--- src/rtl/router_pkg.sv ---
// Shared router flit format: flit width, flit-type encodings and the FLIT_t payload.
package router_pkg;

  localparam int unsigned FLIT_SIZE   = 32;
  localparam int unsigned FLIT_DATA_W = FLIT_SIZE - 3;

  localparam logic [1:0] HEAD_FLIT = 2'd1;
  localparam logic [1:0] BODY_FLIT = 2'd2;
  localparam logic [1:0] TAIL_FLIT = 2'd3;

  typedef struct packed {
    logic                   valid;
    logic [1:0]             flit_type;
    logic [FLIT_DATA_W-1:0] data;
  } FLIT_t;

endpackage

--- src/rtl/tg_link_arbiter.sv ---
// Round-robin, packet-atomic arbiter sharing one router input link among
// NUM_SRC traffic generators, gated by downstream credits.
module tg_link_arbiter
  import router_pkg::*;
#(
  parameter int unsigned NUM_SRC   = 4,
  parameter int unsigned PKT_FLITS = 4,
  parameter int unsigned CREDITS   = 8,
  parameter int unsigned TIMEOUT   = 16
) (
  input  logic                                clk,
  input  logic                                reset,
  input  logic [NUM_SRC-1:0]                  i_req,
  input  logic [NUM_SRC-1:0][FLIT_SIZE-1:0]   i_flit,
  input  logic                                i_credit_return,
  output logic [NUM_SRC-1:0]                  o_send,
  output logic [FLIT_SIZE-1:0]                o_flit,
  output logic                                o_flit_valid,
  output logic [$clog2(NUM_SRC)-1:0]          o_grant_id,
  output logic                                o_busy,
  output logic [$clog2(CREDITS):0]            o_credits,
  output logic                                o_error
);

  localparam int unsigned GID_W  = $clog2(NUM_SRC);
  localparam int unsigned CRED_W = $clog2(CREDITS) + 1;
  localparam int unsigned TMO_W  = $clog2(TIMEOUT + 1);

  typedef enum logic [1:0] {
    ST_IDLE  = 2'd0,
    ST_GRANT = 2'd1,
    ST_XFER  = 2'd2
  } state_e;

  state_e               state_q, state_d;
  logic [GID_W-1:0]     ptr_q, ptr_d;
  logic [GID_W-1:0]     gid_q, gid_d;
  logic [CRED_W-1:0]    cred_q, cred_d;
  logic [TMO_W-1:0]     tmo_q, tmo_d;
  logic [NUM_SRC-1:0]   send_q, send_d;
  logic [FLIT_SIZE-1:0] flit_q, flit_d;
  logic                 fvalid_q, fvalid_d;
  logic                 err_q, err_d;

  FLIT_t                cur_flit;
  logic                 credit_ok;
  logic                 fwd;
  logic                 is_tail;
  logic                 tmo_hit;
  logic                 rr_found;
  logic [GID_W-1:0]     rr_winner;
  int unsigned          rr_idx;

  // Only the granted source's flit is ever looked at.
  assign cur_flit  = i_flit[gid_q];
  assign credit_ok = (cred_q >= CRED_W'(PKT_FLITS));
  assign fwd       = (state_q == ST_XFER) && cur_flit.valid;
  assign is_tail   = fwd && (cur_flit.flit_type == TAIL_FLIT);
  assign tmo_hit   = (state_q == ST_XFER) && !cur_flit.valid
                     && (tmo_q == TMO_W'(TIMEOUT - 1));

  // Round-robin search starting one past the last served source.
  always_comb begin
    rr_found  = 1'b0;
    rr_winner = '0;
    rr_idx    = 0;
    for (int unsigned i = 1; i <= NUM_SRC; i++) begin
      rr_idx = (32'(ptr_q) + i) % NUM_SRC;
      if (!rr_found && i_req[GID_W'(rr_idx)]) begin
        rr_found  = 1'b1;
        rr_winner = GID_W'(rr_idx);
      end
    end
  end

  // State register.
  always_ff @(posedge clk or posedge reset) begin
    if (reset) begin
      state_q <= ST_IDLE;
    end else begin
      state_q <= state_d;
    end
  end

  // Next-state logic.
  always_comb begin
    state_d = state_q;
    unique case (state_q)
      ST_IDLE:  if (rr_found && credit_ok) state_d = ST_GRANT;
      ST_GRANT: state_d = ST_XFER;
      ST_XFER:  if (is_tail || tmo_hit) state_d = ST_IDLE;
      default:  state_d = ST_IDLE;
    endcase
  end

  // Output and datapath next values.
  always_comb begin
    ptr_d    = ptr_q;
    gid_d    = gid_q;
    tmo_d    = tmo_q;
    send_d   = '0;
    flit_d   = flit_q;
    fvalid_d = 1'b0;
    err_d    = 1'b0;

    unique case (state_q)
      ST_IDLE: begin
        if (rr_found && credit_ok) gid_d = rr_winner;
      end
      ST_GRANT: begin
        send_d = NUM_SRC'(1) << gid_q;
        tmo_d  = '0;
      end
      ST_XFER: begin
        if (fwd) begin
          flit_d   = cur_flit;
          fvalid_d = 1'b1;
          tmo_d    = '0;
          if (is_tail) ptr_d = gid_q;
        end else if (tmo_hit) begin
          err_d = 1'b1;
          ptr_d = gid_q;
          tmo_d = '0;
        end else begin
          tmo_d = tmo_q + TMO_W'(1);
        end
      end
      default: ;
    endcase

    // A return and a forward in the same cycle cancel out.
    if (i_credit_return && fwd) begin
      cred_d = cred_q;
    end else if (i_credit_return && (cred_q < CRED_W'(CREDITS))) begin
      cred_d = cred_q + CRED_W'(1);
    end else if (fwd && (cred_q != '0)) begin
      cred_d = cred_q - CRED_W'(1);
    end else begin
      cred_d = cred_q;
    end
  end

  // Datapath and registered outputs.
  always_ff @(posedge clk or posedge reset) begin
    if (reset) begin
      ptr_q    <= GID_W'(NUM_SRC - 1);
      gid_q    <= '0;
      cred_q   <= CRED_W'(CREDITS);
      tmo_q    <= '0;
      send_q   <= '0;
      flit_q   <= '0;
      fvalid_q <= 1'b0;
      err_q    <= 1'b0;
    end else begin
      ptr_q    <= ptr_d;
      gid_q    <= gid_d;
      cred_q   <= cred_d;
      tmo_q    <= tmo_d;
      send_q   <= send_d;
      flit_q   <= flit_d;
      fvalid_q <= fvalid_d;
      err_q    <= err_d;
    end
  end

  assign o_send       = send_q;
  assign o_flit       = flit_q;
  assign o_flit_valid = fvalid_q;
  assign o_grant_id   = gid_q;
  assign o_credits    = cred_q;
  assign o_error      = err_q;
  assign o_busy       = (state_q != ST_IDLE);

endmodule

--- config.mk ---
export PLATFORM = sky130hd
export DESIGN_NAME = tg_link_arbiter
export DESIGN_NICKNAME = d
export VERILOG_FILES = /design/src/rtl/router_pkg.sv /design/src/rtl/tg_link_arbiter.sv
export SDC_FILE = /design/constraint.sdc
export NUM_CORES = 1
export LEC_CHECK = 0
export ABC_AREA = 1
export CORE_MARGIN = 3
export CORE_UTILIZATION = 35
export CTS_CLUSTER_SIZE = 16
export DETAILED_ROUTE_END_ITERATION = 10
export GPL_TIMING_DRIVEN = 0
export PLACE_DENSITY = 0.83
export SLEW_MARGIN = 40
export SYNTH_ARGS = -nofsm -noshare
export SYNTH_HDL_FRONTEND = slang
export SYNTH_SLANG_ARGS = --single-unit
export TNS_END_PERCENT = 5
--- constraint.sdc ---
create_clock -name clk -period 1.7 [get_ports clk]
set_input_delay 0.34 -clock clk [delete_from_list [all_inputs] [get_ports clk]]
set_output_delay 0.34 -clock clk [all_outputs]
set_load 0.01 [all_outputs]
==> metrics.csv <==
stage,metric,value,unit
logic_synthesis,synth_top_area_share,39.6,%
clock_network,clk_path_buf_depth,2,
detailed_routing,ant_nets,0,
layout,final_common_cell,clkdlybuf4s50_1,
die,fp.dieH,101,um
detailed_routing,drt_drc_violations_left,0,
die,io_pins,180,
setup_path,cp-start-kind,register,
global_routing,grt_max_degree,28,
layout,design_area,0.00564,mm^2
detailed_routing,drt_wl_total,12600,um
run_status,failed_checks,negative setup slack,
global_routing,gr-max-usage-layer,met2,
place,port_buffers,179,
timing,fmax,559,MHz
timing,setup_viol,35,
clock_network,htreeDepth,2,
global_routing,met2_usage,38.9,%
timing,finalHoldViolations,0,
power,total_power,8.76,mW
global_routing,grt_first_pass_wirelength,17400,um
layout,final_layout_size_suffix_gt1_share,19.5,%
worst_hold_path,min_path_type,in -> async,
clock_network,clk_pin_slew,0.11,ns
die,dieArea,0.0102,mm^2
detailed_routing,via_count,3697,
logic_synthesis,syn-num-nets,540,
place,dpl.hpwl,9320,um
setup_path,crit_path_max_fanout,7,
global_routing,grt_pass1_vias,3550,
die,coreArea,0.00872,mm^2
global_routing,grt-ovfl-total,0,
logic_synthesis,avgSynthCellArea,7.95,um^2
place,placed_cells,685,
setup_path,critical_path_class,reg -> reg,
detailed_routing,drt_iter0_drc,142,
global_routing,use_met3,4.22,%
power,powerDensity,1550,mW/mm^2
logic_synthesis,ys_seq_area_share,42.1,%
clock_network,root_buffer,clkbuf_8,
timing,finalMaxSlewViolations,0,
layout,area_growth,78.7,%
timing,rsz0062_at_grt,true,
place,gp_congestion,0.815,
clock_network,cts_tree,yes,
global_routing,met1_usage,26.3,%
global_routing,antenna_found_initial,0,
job,maxCapViolCount,0,
clock_network,hold_buffers,0,
clock_network,cts_sinks,53,
die,die_w,101,um
global_routing,track_usage,21.8,%
timing,period_needed,1.79,ns
logic_synthesis,ys_ff_latch,53,
detailed_routing,wl_per_cell,17.9,um
timing,worst_pin_slew,0.568,ns
clock_network,worstSkewPairLatency,0.31,ns
die,initial_core_util,36.2,%
logic_synthesis,syn_inst,397,
layout,nets,737,
setup_path,arrival,2.03,ns
timing,slew_headroom,62.1,%
clock_network,numCtsBuffers,5,
logic_synthesis,ys_types,31,
place,dpl_cell_area,0.00511,mm^2
setup_path,cp.required,1.94,ns
timing,layout_setup_ws,-0.0878,ns
run_status,status,"finished, violations left",
timing,finClkSkew,0.0107,ns
setup_path,cp-end-kind,register,
logic_synthesis,synth_area,0.00316,mm^2
logic_synthesis,yosys-top-cells-area,"dfrtp_1 40%, nand2_1 16%, a41oi_1 8.0%",
timing,tns,-1.74,ns
layout,mostFrequentLayoutCells,"176 x clkdlybuf4s50_1, 128 x nand2_1, 49 x dfrtp_1, 29 x a22oi_1, 21 x nor2_1",
power,leakage,2.30,nW
timing,period_share,105,%
detailed_routing,first_pass_iters,5,
logic_synthesis,yosys.area.top_type,dfrtp_1,
power,peakVddDrop,594,uV
detailed_routing,vias_per_cell,5.26,
layout,antenna_cells,0,
layout,final_cells,703,
logic_synthesis,ys.warnings.count,0,
die,rows,34,
final timing paths:
kind,from,slack (ns),endpoint,cells past startpoint
max in group asynchronous,reset,0.79,o_credits[3]$_DFFE_PP1P_,3
worst max-delay path,o_grant_id[0]$_DFFE_PP0P_,-0.09,o_flit[22]$_DFFE_PP0P_,11
worst min-delay path,reset,0.36,o_flit_valid$_DFF_PP0_,2
worst min register to register,o_flit[31]$_DFFE_PP0P_,0.48,o_flit[31]$_DFFE_PP0P_,1
min in group clk,o_flit[31]$_DFFE_PP0P_,0.48,o_flit[31]$_DFFE_PP0P_,1
worst max register to register,o_grant_id[0]$_DFFE_PP0P_,-0.09,o_flit[22]$_DFFE_PP0P_,11
worst max-delay path: stages, from the launching register on:
cell       delay, ns
dfrtp_1         0.39
buf_6           0.16
inv_4           0.04
nor2_4          0.17
nand2_2         0.10
nand2_4         0.09
nor2_4          0.06
nor2_8          0.17
buf_12          0.16
clkbuf_16       0.16
nor2_2          0.05
a41oi_2         0.15
cells by family after synthesis:
family | after synthesis | share of synthesized area, %
adder cells (fa/ha/maj) | 8 | 3.41
AND/OR/NAND/NOR | 214 | 28.8
buffers and inverters | 44 | 6.82
flip-flops | 53 | 42.1
AO/OA/AOI/OAI | 74 | 17.8
XOR/XNOR | 4 | 1.11
stage by stage:
step           hold WS (ns)  setup WS [ns]  util, %
2_1_floorplan         0.467         0.0787        -
3_5_place_dp          0.462         -0.291     58.6
5_1_grt               0.377         -0.202     64.7
6_report              0.357        -0.0878     64.7
3_3_place_gp          0.453         -0.976     58.3
4_1_cts               0.364        -0.0897     59.8
flip-flops by register name (all words and copies together) (netlist names):
| name | cells |
|---|---|
| o_flit | 32 |
| tmo_q | 5 |
| o_credits | 4 |
| o_send | 4 |
| o_grant_id | 2 |
| ptr_q | 2 |
| state_q | 2 |
| o_error | 1 |
| o_flit_valid | 1 |
report_power, final:
group | internal, mW | total [mW] | switching [mW] | leakage, nW
clock network | 0.286 | 0.719 | 0.433 | 0.0439
registers | 1.85 | 2.30 | 0.451 | 0.629
logic | 2.74 | 5.75 | 3.01 | 1.63
per-layer routing:
layer | routed length [um] | vias to the layer above
li1 | - | 1753
met1 | 4830 | 1786
met2 | 6810 | 135
met3 | 702 | 23
met4 | 261 | 0
met5 | 0 | -
what timing repair did:
item / in CTS / in global routing
setup buffers: 2 / 8
resized for setup: 8 / 74
setup endpoints to repair: 38 / 46
pin swaps: 0 / 5
gates cloned: 0 / 2
cells in the mapped netlist:
cell type	number
dfstp_2	3
a21boi_0	1
fa_1	1
inv_2	4
nand3b_1	1
xnor2_1	2
nand3_1	16
nor3_1	5
a41oi_1	29
dfrtp_1	50
buf_6	5
nor2_8	1
o21ai_2	1
a21oi_1	5
ha_1	7
buf_2	10
nor2_2	1
inv_1	20
o21ai_0	5
nand3_2	1
buf_1	1
nand2_2	6
clkbuf_1	4
nor2_4	4
xor2_1	2
nor2_1	39
o21ai_1	3
a22oi_1	29
or2_2	2
o31ai_1	1
nand2_1	138
cell type report:
class	instances	area, um^2
Tap cell	108	135
Inverter	24	95.1
Clock inverter	3	17.5
Fill cell	706	3080
Multi-Input combinational cell	300	1900
Sequential cell	53	1330
Clock buffer	5	68.8
Timing Repair Buffer	192	1950
Buffer	18	146
Note: power is estimated with default switching activity, not from simulation.
